==> config.mk <==
export PLATFORM = sky130hd
export DESIGN_NAME = dsi_lanes_sequencer
export DESIGN_NICKNAME = d
export VERILOG_FILES = /design/src/rtl/dsi_lanes_sequencer.sv
export SDC_FILE = /design/constraint.sdc
export NUM_CORES = 1
export LEC_CHECK = 0
export ABC_AREA = 1
export CELL_PAD_IN_SITES_DETAIL_PLACEMENT = 0
export CELL_PAD_IN_SITES_GLOBAL_PLACEMENT = 1
export CORE_MARGIN = 3
export CORE_UTILIZATION = 35
export CTS_CLUSTER_SIZE = 10
export DETAILED_ROUTE_END_ITERATION = 7
export PLACE_DENSITY = 0.79
export SKIP_CTS_REPAIR_TIMING = 1
export SYNTH_ARGS = -nofsm -noshare
export SYNTH_HDL_FRONTEND = slang
export SYNTH_SLANG_ARGS = --single-unit
==> constraint.sdc <==
create_clock -name clk_phy -period 3.29 [get_ports clk_phy]
set_input_delay 0.4935 -clock clk_phy [delete_from_list [all_inputs] [get_ports clk_phy]]
set_output_delay 0.4935 -clock clk_phy [all_outputs]
set_load 0.1 [all_outputs]
==> src/rtl/dsi_lanes_sequencer.sv <==
// DSI transmit PHY lane sequencer: LP buffer enables, clock-lane start/stop handshake, data grant.
// Optional macro DSI_CLK_AUTO_STOP_EN adds idle-timeout automatic clock stop.
module dsi_lanes_sequencer #(
    parameter int unsigned LANES           = 4,
    parameter int unsigned CNT_W           = 8,
    parameter int unsigned CLK_PRE_CYCLES  = 8,
    parameter int unsigned CLK_POST_CYCLES = 8,
    parameter int unsigned ACK_TIMEOUT     = 200,
    parameter int unsigned IDLE_TIMEOUT    = 64
) (
    input  logic             clk_phy,
    input  logic             rst_n,
    input  logic             lines_enable,
    input  logic             clock_enable,
    input  logic [1:0]       reg_lanes_number,
    input  logic             clk_lane_active,
    input  logic [LANES-1:0] data_lane_active,
    input  logic             data_pending,
    output logic [LANES-1:0] dsi_lines_enable,
    output logic             clk_lines_enable,
    output logic             clk_start_rqst,
    output logic             clk_fin_rqst,
    output logic             tx_grant,
    output logic             lines_ready,
    output logic             clock_ready,
    output logic             lines_active,
    output logic             ack_error
);

    typedef enum logic [3:0] {
        StIdle,
        StEnableBuffers,
        StWaitClkOn,
        StClkPre,
        StLanesActive,
        StDrain,
        StClkPost,
        StWaitClkOff,
        StDisableBuffers
    } state_e;

    localparam logic [1:0]       MAX_LANE = 2'(LANES - 1);
    localparam logic [CNT_W-1:0] PRE_LIM  = CNT_W'(CLK_PRE_CYCLES);
    localparam logic [CNT_W-1:0] POST_LIM = CNT_W'(CLK_POST_CYCLES);
    localparam logic [CNT_W-1:0] ACK_LIM  = CNT_W'((ACK_TIMEOUT > 0) ? ACK_TIMEOUT - 1 : 0);
    localparam logic [CNT_W-1:0] CNT_MAX  = '1;

    state_e           state;
    logic [CNT_W-1:0] cnt;
    logic [1:0]       lanes_q;
    logic [1:0]       lanes_clamped;
    logic [CNT_W-1:0] cnt_inc;
    logic             run_req;
    logic             stop_req;

    function automatic logic [LANES-1:0] lane_mask(input logic [1:0] n);
        logic [LANES-1:0] m;
        m = '0;
        for (int k = 0; k < int'(LANES); k++) begin
            m[k] = (k <= int'(n));
        end
        return m;
    endfunction

    assign lanes_clamped = (reg_lanes_number > MAX_LANE) ? MAX_LANE : reg_lanes_number;
    assign cnt_inc       = (cnt == CNT_MAX) ? cnt : cnt + 1'b1;

`ifdef DSI_CLK_AUTO_STOP_EN
    localparam logic [CNT_W-1:0] IDLE_LIM = CNT_W'((IDLE_TIMEOUT > 0) ? IDLE_TIMEOUT - 1 : 0);
    logic [CNT_W-1:0] idle_cnt;
    logic             idle_now;
    logic             idle_expired;

    assign idle_now     = !data_pending && !lines_active;
    assign idle_expired = idle_now && (idle_cnt >= IDLE_LIM);
    // Restart (or stop abort) needs real traffic, not just a running clock request.
    assign run_req      = clock_enable && data_pending && lines_enable;
    assign stop_req     = !clock_enable || !lines_enable || idle_expired;
`else
    logic unused_data_pending;
    logic unused_idle_timeout;

    assign unused_data_pending = data_pending;
    assign unused_idle_timeout = (IDLE_TIMEOUT == 0);
    assign run_req             = clock_enable && lines_enable;
    assign stop_req            = !clock_enable || !lines_enable;
`endif

    always_ff @(posedge clk_phy) begin
        if (!rst_n) begin
            state            <= StIdle;
            cnt              <= '0;
            lanes_q          <= '0;
            dsi_lines_enable <= '0;
            clk_lines_enable <= 1'b0;
            clk_start_rqst   <= 1'b0;
            clk_fin_rqst     <= 1'b0;
            tx_grant         <= 1'b0;
            lines_ready      <= 1'b0;
            clock_ready      <= 1'b0;
            lines_active     <= 1'b0;
            ack_error        <= 1'b0;
`ifdef DSI_CLK_AUTO_STOP_EN
            idle_cnt         <= '0;
`endif
        end else begin
            clk_start_rqst <= 1'b0;
            clk_fin_rqst   <= 1'b0;
            clock_ready    <= clk_lane_active;
            lines_active   <= |data_lane_active;
            unique case (state)
                StIdle: begin
                    if (lines_enable) begin
                        state            <= StEnableBuffers;
                        lanes_q          <= lanes_clamped;
                        dsi_lines_enable <= lane_mask(lanes_clamped);
                        clk_lines_enable <= 1'b1;
                        lines_ready      <= 1'b1;
                    end else begin
                        ack_error <= 1'b0;
                    end
                end
                StEnableBuffers: begin
                    if (!lines_enable) begin
                        state            <= StDisableBuffers;
                        dsi_lines_enable <= '0;
                        clk_lines_enable <= 1'b0;
                        lines_ready      <= 1'b0;
                    end else begin
                        dsi_lines_enable <= lane_mask(lanes_q);
                        if (run_req) begin
                            state          <= StWaitClkOn;
                            clk_start_rqst <= 1'b1;
                            cnt            <= '0;
                        end
                    end
                end
                StWaitClkOn: begin
                    if (clk_lane_active) begin
                        state <= StClkPre;
                        cnt   <= '0;
                    end else if (cnt >= ACK_LIM) begin
                        state     <= StEnableBuffers;
                        ack_error <= 1'b1;
                    end else begin
                        cnt <= cnt_inc;
                    end
                end
                StClkPre: begin
                    if (cnt >= PRE_LIM) begin
                        state    <= StLanesActive;
                        tx_grant <= 1'b1;
`ifdef DSI_CLK_AUTO_STOP_EN
                        idle_cnt <= '0;
`endif
                    end else begin
                        cnt <= cnt_inc;
                    end
                end
                StLanesActive: begin
                    if (stop_req) begin
                        state    <= StDrain;
                        tx_grant <= 1'b0;
                    end
`ifdef DSI_CLK_AUTO_STOP_EN
                    if (idle_now) begin
                        idle_cnt <= (idle_cnt == CNT_MAX) ? idle_cnt : idle_cnt + 1'b1;
                    end else begin
                        idle_cnt <= '0;
                    end
`endif
                end
                StDrain: begin
                    if (run_req) begin
                        state    <= StLanesActive;
                        tx_grant <= 1'b1;
`ifdef DSI_CLK_AUTO_STOP_EN
                        idle_cnt <= '0;
`endif
                    end else if (data_lane_active == '0) begin
                        state <= StClkPost;
                        cnt   <= '0;
                    end
                end
                StClkPost: begin
                    if (run_req) begin
                        state    <= StLanesActive;
                        tx_grant <= 1'b1;
`ifdef DSI_CLK_AUTO_STOP_EN
                        idle_cnt <= '0;
`endif
                    end else if (cnt >= POST_LIM) begin
                        state        <= StWaitClkOff;
                        clk_fin_rqst <= 1'b1;
                        cnt          <= '0;
                    end else begin
                        cnt <= cnt_inc;
                    end
                end
                StWaitClkOff: begin
                    if (!clk_lane_active) begin
                        state <= StEnableBuffers;
                    end else if (cnt >= ACK_LIM) begin
                        state     <= StEnableBuffers;
                        ack_error <= 1'b1;
                    end else begin
                        cnt <= cnt_inc;
                    end
                end
                StDisableBuffers: begin
                    if (!lines_enable) begin
                        state <= StIdle;
                    end
                end
                default: state <= StIdle;
            endcase
        end
    end

endmodule

==> Implementation_results.wiki <==
{| class="wikitable"
! Metric !! Value
|-
| RSZ-0062 raised after global routing || false
|-
| Cell family with most CP delay || buffers and inverters
|-
| Pre-antenna DRT Iters || 4
|-
| Transition time at the pin with the least slew margin || 972 ps
|-
| Run status || complete, no violations
|-
| Vias in the first global route || 1591
|-
| Power density relative to cell area || 818 nW/um2
|-
| HPWL after detailed placement || 3240 um
|-
| Via count || 1704
|-
| Fraction of the yosys area taken by sequential cells || 0.312
|-
| Cell with the most instances after synthesis || nand2_1
|-
| Clk slew on worst S/H paths || 110 ps
|-
| Effective utilization at floorplan || 0.382
|-
| Mapped cell area || 1600 um2
|-
| Clock tree from TritonCTS || done
|-
| Area share of the largest cell type after synthesis || 0.312
|-
| Clock Skews || 7.36 ps
|-
| CTS Buf Count || 3
|-
| Mapped Avg Cell Area || 5.94 um2
|-
| Count of port buffers added during placement || 22
|-
| Via density per instance || 4.97
|-
| Count of antenna diodes in the layout || 0
|-
| Top_reg_cell synth || dfxtp_1
|-
| Final Hold Vio Count || 0
|-
| # Max-Cap Violations || 0
|-
| Number of pins exceeding their max-slew limit in the final report || 0
|-
| Maximum clock path buffer count || 2
|-
| Crit path kind || register to primary output
|-
| Sink count of the clock tree || 25
|-
| Main area contributors after synthesis || dfxtp_1, nand2_1, nor2_1, inv_1, nand3_1
|-
| Die ar. || 5430 um2
|-
| Final hold slack || 476 ps
|-
| Std-Cell Core Area || 4200 um2
|-
| Die Width || 73.7 um
|-
| Largest area contributor in the synthesized netlist || dfxtp_1
|-
| Slew headroom || 0.350
|-
| Hold WC Path Type || register to register
|-
| Flip-flop and latch count after synthesis || 25
|-
| Final worst path period need || 2290 ps
|-
| Setup-violating endpoint count in the final report || 0
|-
| Height of the die || 73.7 um
|-
| Synthesis Warnings || 0
|-
| Cell with the biggest individual delay on the critical path || clkdlybuf4s50_1
|-
| Root buffer selected by CTS || clkbuf_8
|-
| Later-pin clock latency in the skew report || 280 ps
|-
| CP Capture Type || primary output
|-
| Area growth syn-to-layout || 19.9%
|-
| Post-synth EDFFs || 0
|-
| Cell variety after synth || 25
|-
| Total number of nets in the final design || 308
|-
| Final sum of negative setup slack || 0 ps
|-
| Global-route wire length before repair || 7470 um
|-
| Async set or reset register ratio after synthesis || 0
|-
| Wire per inst || 12.4 um
|-
| Number of rows in the core area || 23
|-
| CP Cell Sequence || clkdlybuf4s50_1
|-
| Top Ports || 24
|-
| Number of nets still failing antenna checks after routing || 0
|-
| Critical path required time || 2800 ps
|-
| H-Tree Depth || 1
|-
| Commonest cells in the netlist || nand2_1, nor2_1, inv_1
|-
| Post-synthesis instance total || 270
|-
| Violation count after the first detailed-route iteration || 171
|-
| Upper clock frequency limit || 0.437 GHz
|-
| Highest fanout seen on the critical path || 3
|-
| Largest net degree at the start of global routing || 17
|-
| Biggest cell delay along the critical path || 1140 ps
|-
| Filler instances || 465
|-
| Endpoint arrival time on the critical path || 1790 ps
|-
| Part of the cycle the worst path needs || 0.695
|-
| Global Route Usage Sum || 0.175
|-
| Peak supply drop || 0.661 mV
|-
| Fraction of final layout cells sized beyond drive strength 1 || 0.0819
|-
| Startpoint type of the worst setup path || register
|-
| Net Count, Synth || 284
|-
| Number of buffers and inverters on the critical path || 1
|-
| Antenna violations before repair || 0
|-
| Post-detailed-routing wire length || 4270 um
|-
| Final estimated routing congestion in global placement || 0.879
|-
| Static Leak || 0.932 nW
|-
| Overflow after GRT || 0
|-
| Remaining design rule violation count || 0
|}
## sequential cells by signal (all words and copies together), names as in the netlist
name              cells
cnt                   8
dsi_lines_enable      4
state                 4
lanes_q               2
ack_error             1
clk_fin_rqst          1
clk_start_rqst        1
clock_ready           1
lines_active          1
lines_ready           1
tx_grant              1
## worst paths after layout
path / start / end / slack (ps) / depth (start not counted)
setup / recovery: lines_ready / clk_lines_enable / 1000 / 1
hold / removal: lines_ready / lines_ready / 480 / 2
setup reg to reg: cnt[0] / cnt[1] / 1470 / 8
hold reg to reg: lines_ready / lines_ready / 480 / 2
## cells in the final DEF (no fill, tap or decap)
cell type        netlist  layout
ha_1                   2       2
a21oi_2                2       2
inv_6                  0       1
dfxtp_1               25      25
clkbuf_8               0       3
nand2_2                6       6
nor2_1                38      38
a211oi_1               1       1
nand4_1                5       5
o22a_1                 1       1
o21ai_1                1       1
o31ai_1                1       1
buf_4                  1       1
inv_2                  6       6
clkdlybuf4s50_1        0      22
nor2_8                 1       1
a21boi_0               2       2
nor2_4                 1       1
nand2_1               85      85
inv_1                 32      32
nor3_1                 3       3
nand3_1               23      23
nor2_2                 3       3
a31oi_1                2       2
a21oi_1               17      17
o21ai_0                9       9
## stage by stage
step | total power [mW] | instance area [um2] | std cells | setup slack [ps] | util
global placement | 1.37 | 1870 | 339 | 952 | 0.446
finish | 1.57 | 1920 | 343 | 1000 | 0.458
CTS | 1.59 | 1920 | 343 | 986 | 0.458
floorplan | 1.16 | 1600 | 270 | 1420 | -
global route | 1.70 | 1920 | 343 | 943 | 0.458
detailed placement | 1.37 | 1870 | 339 | 971 | 0.446
## power breakdown
group / total, mW / switching [mW] / internal [mW]
Clock: 0.206 / 0.117 / 0.0892
Combinational: 0.951 / 0.699 / 0.252
Sequential: 0.415 / 0.0526 / 0.363
Total: 1.57 / 0.868 / 0.704
## routing by layer
layer,part of all wire,global-route usage,vias up
met4,0.0056,0.0241,0
met2,0.42,0.268,42
met3,0.055,0.0342,4
met1,0.52,0.258,760
li1,-,-,898
met5,0,0,-
## layout make-up
| class | instances | area [um2] | area share |
|---|---|---|---|
| clock buffers | 3 | 41.3 | 0.0215 |
| inverters | 38 | 143 | 0.0742 |
| clock inverters | 1 | 8.76 | 0.00455 |
| flip-flops and latches | 25 | 500 | 0.260 |
| repair buffers | 23 | 228 | 0.118 |
| multi-input cells | 203 | 940 | 0.489 |
| well taps | 50 | 62.6 | 0.0325 |
## kinds of logic (layout without fill, tap and decap cells)
logic type,Yosys count,in the layout,synth area share
simple gates,165,165,0.443
flops,25,25,0.312
compound gates,36,36,0.127
buf+inv,42,65,0.102
fa+ha+maj,2,2,0.0156
Power figures use the tool's default switching activity.
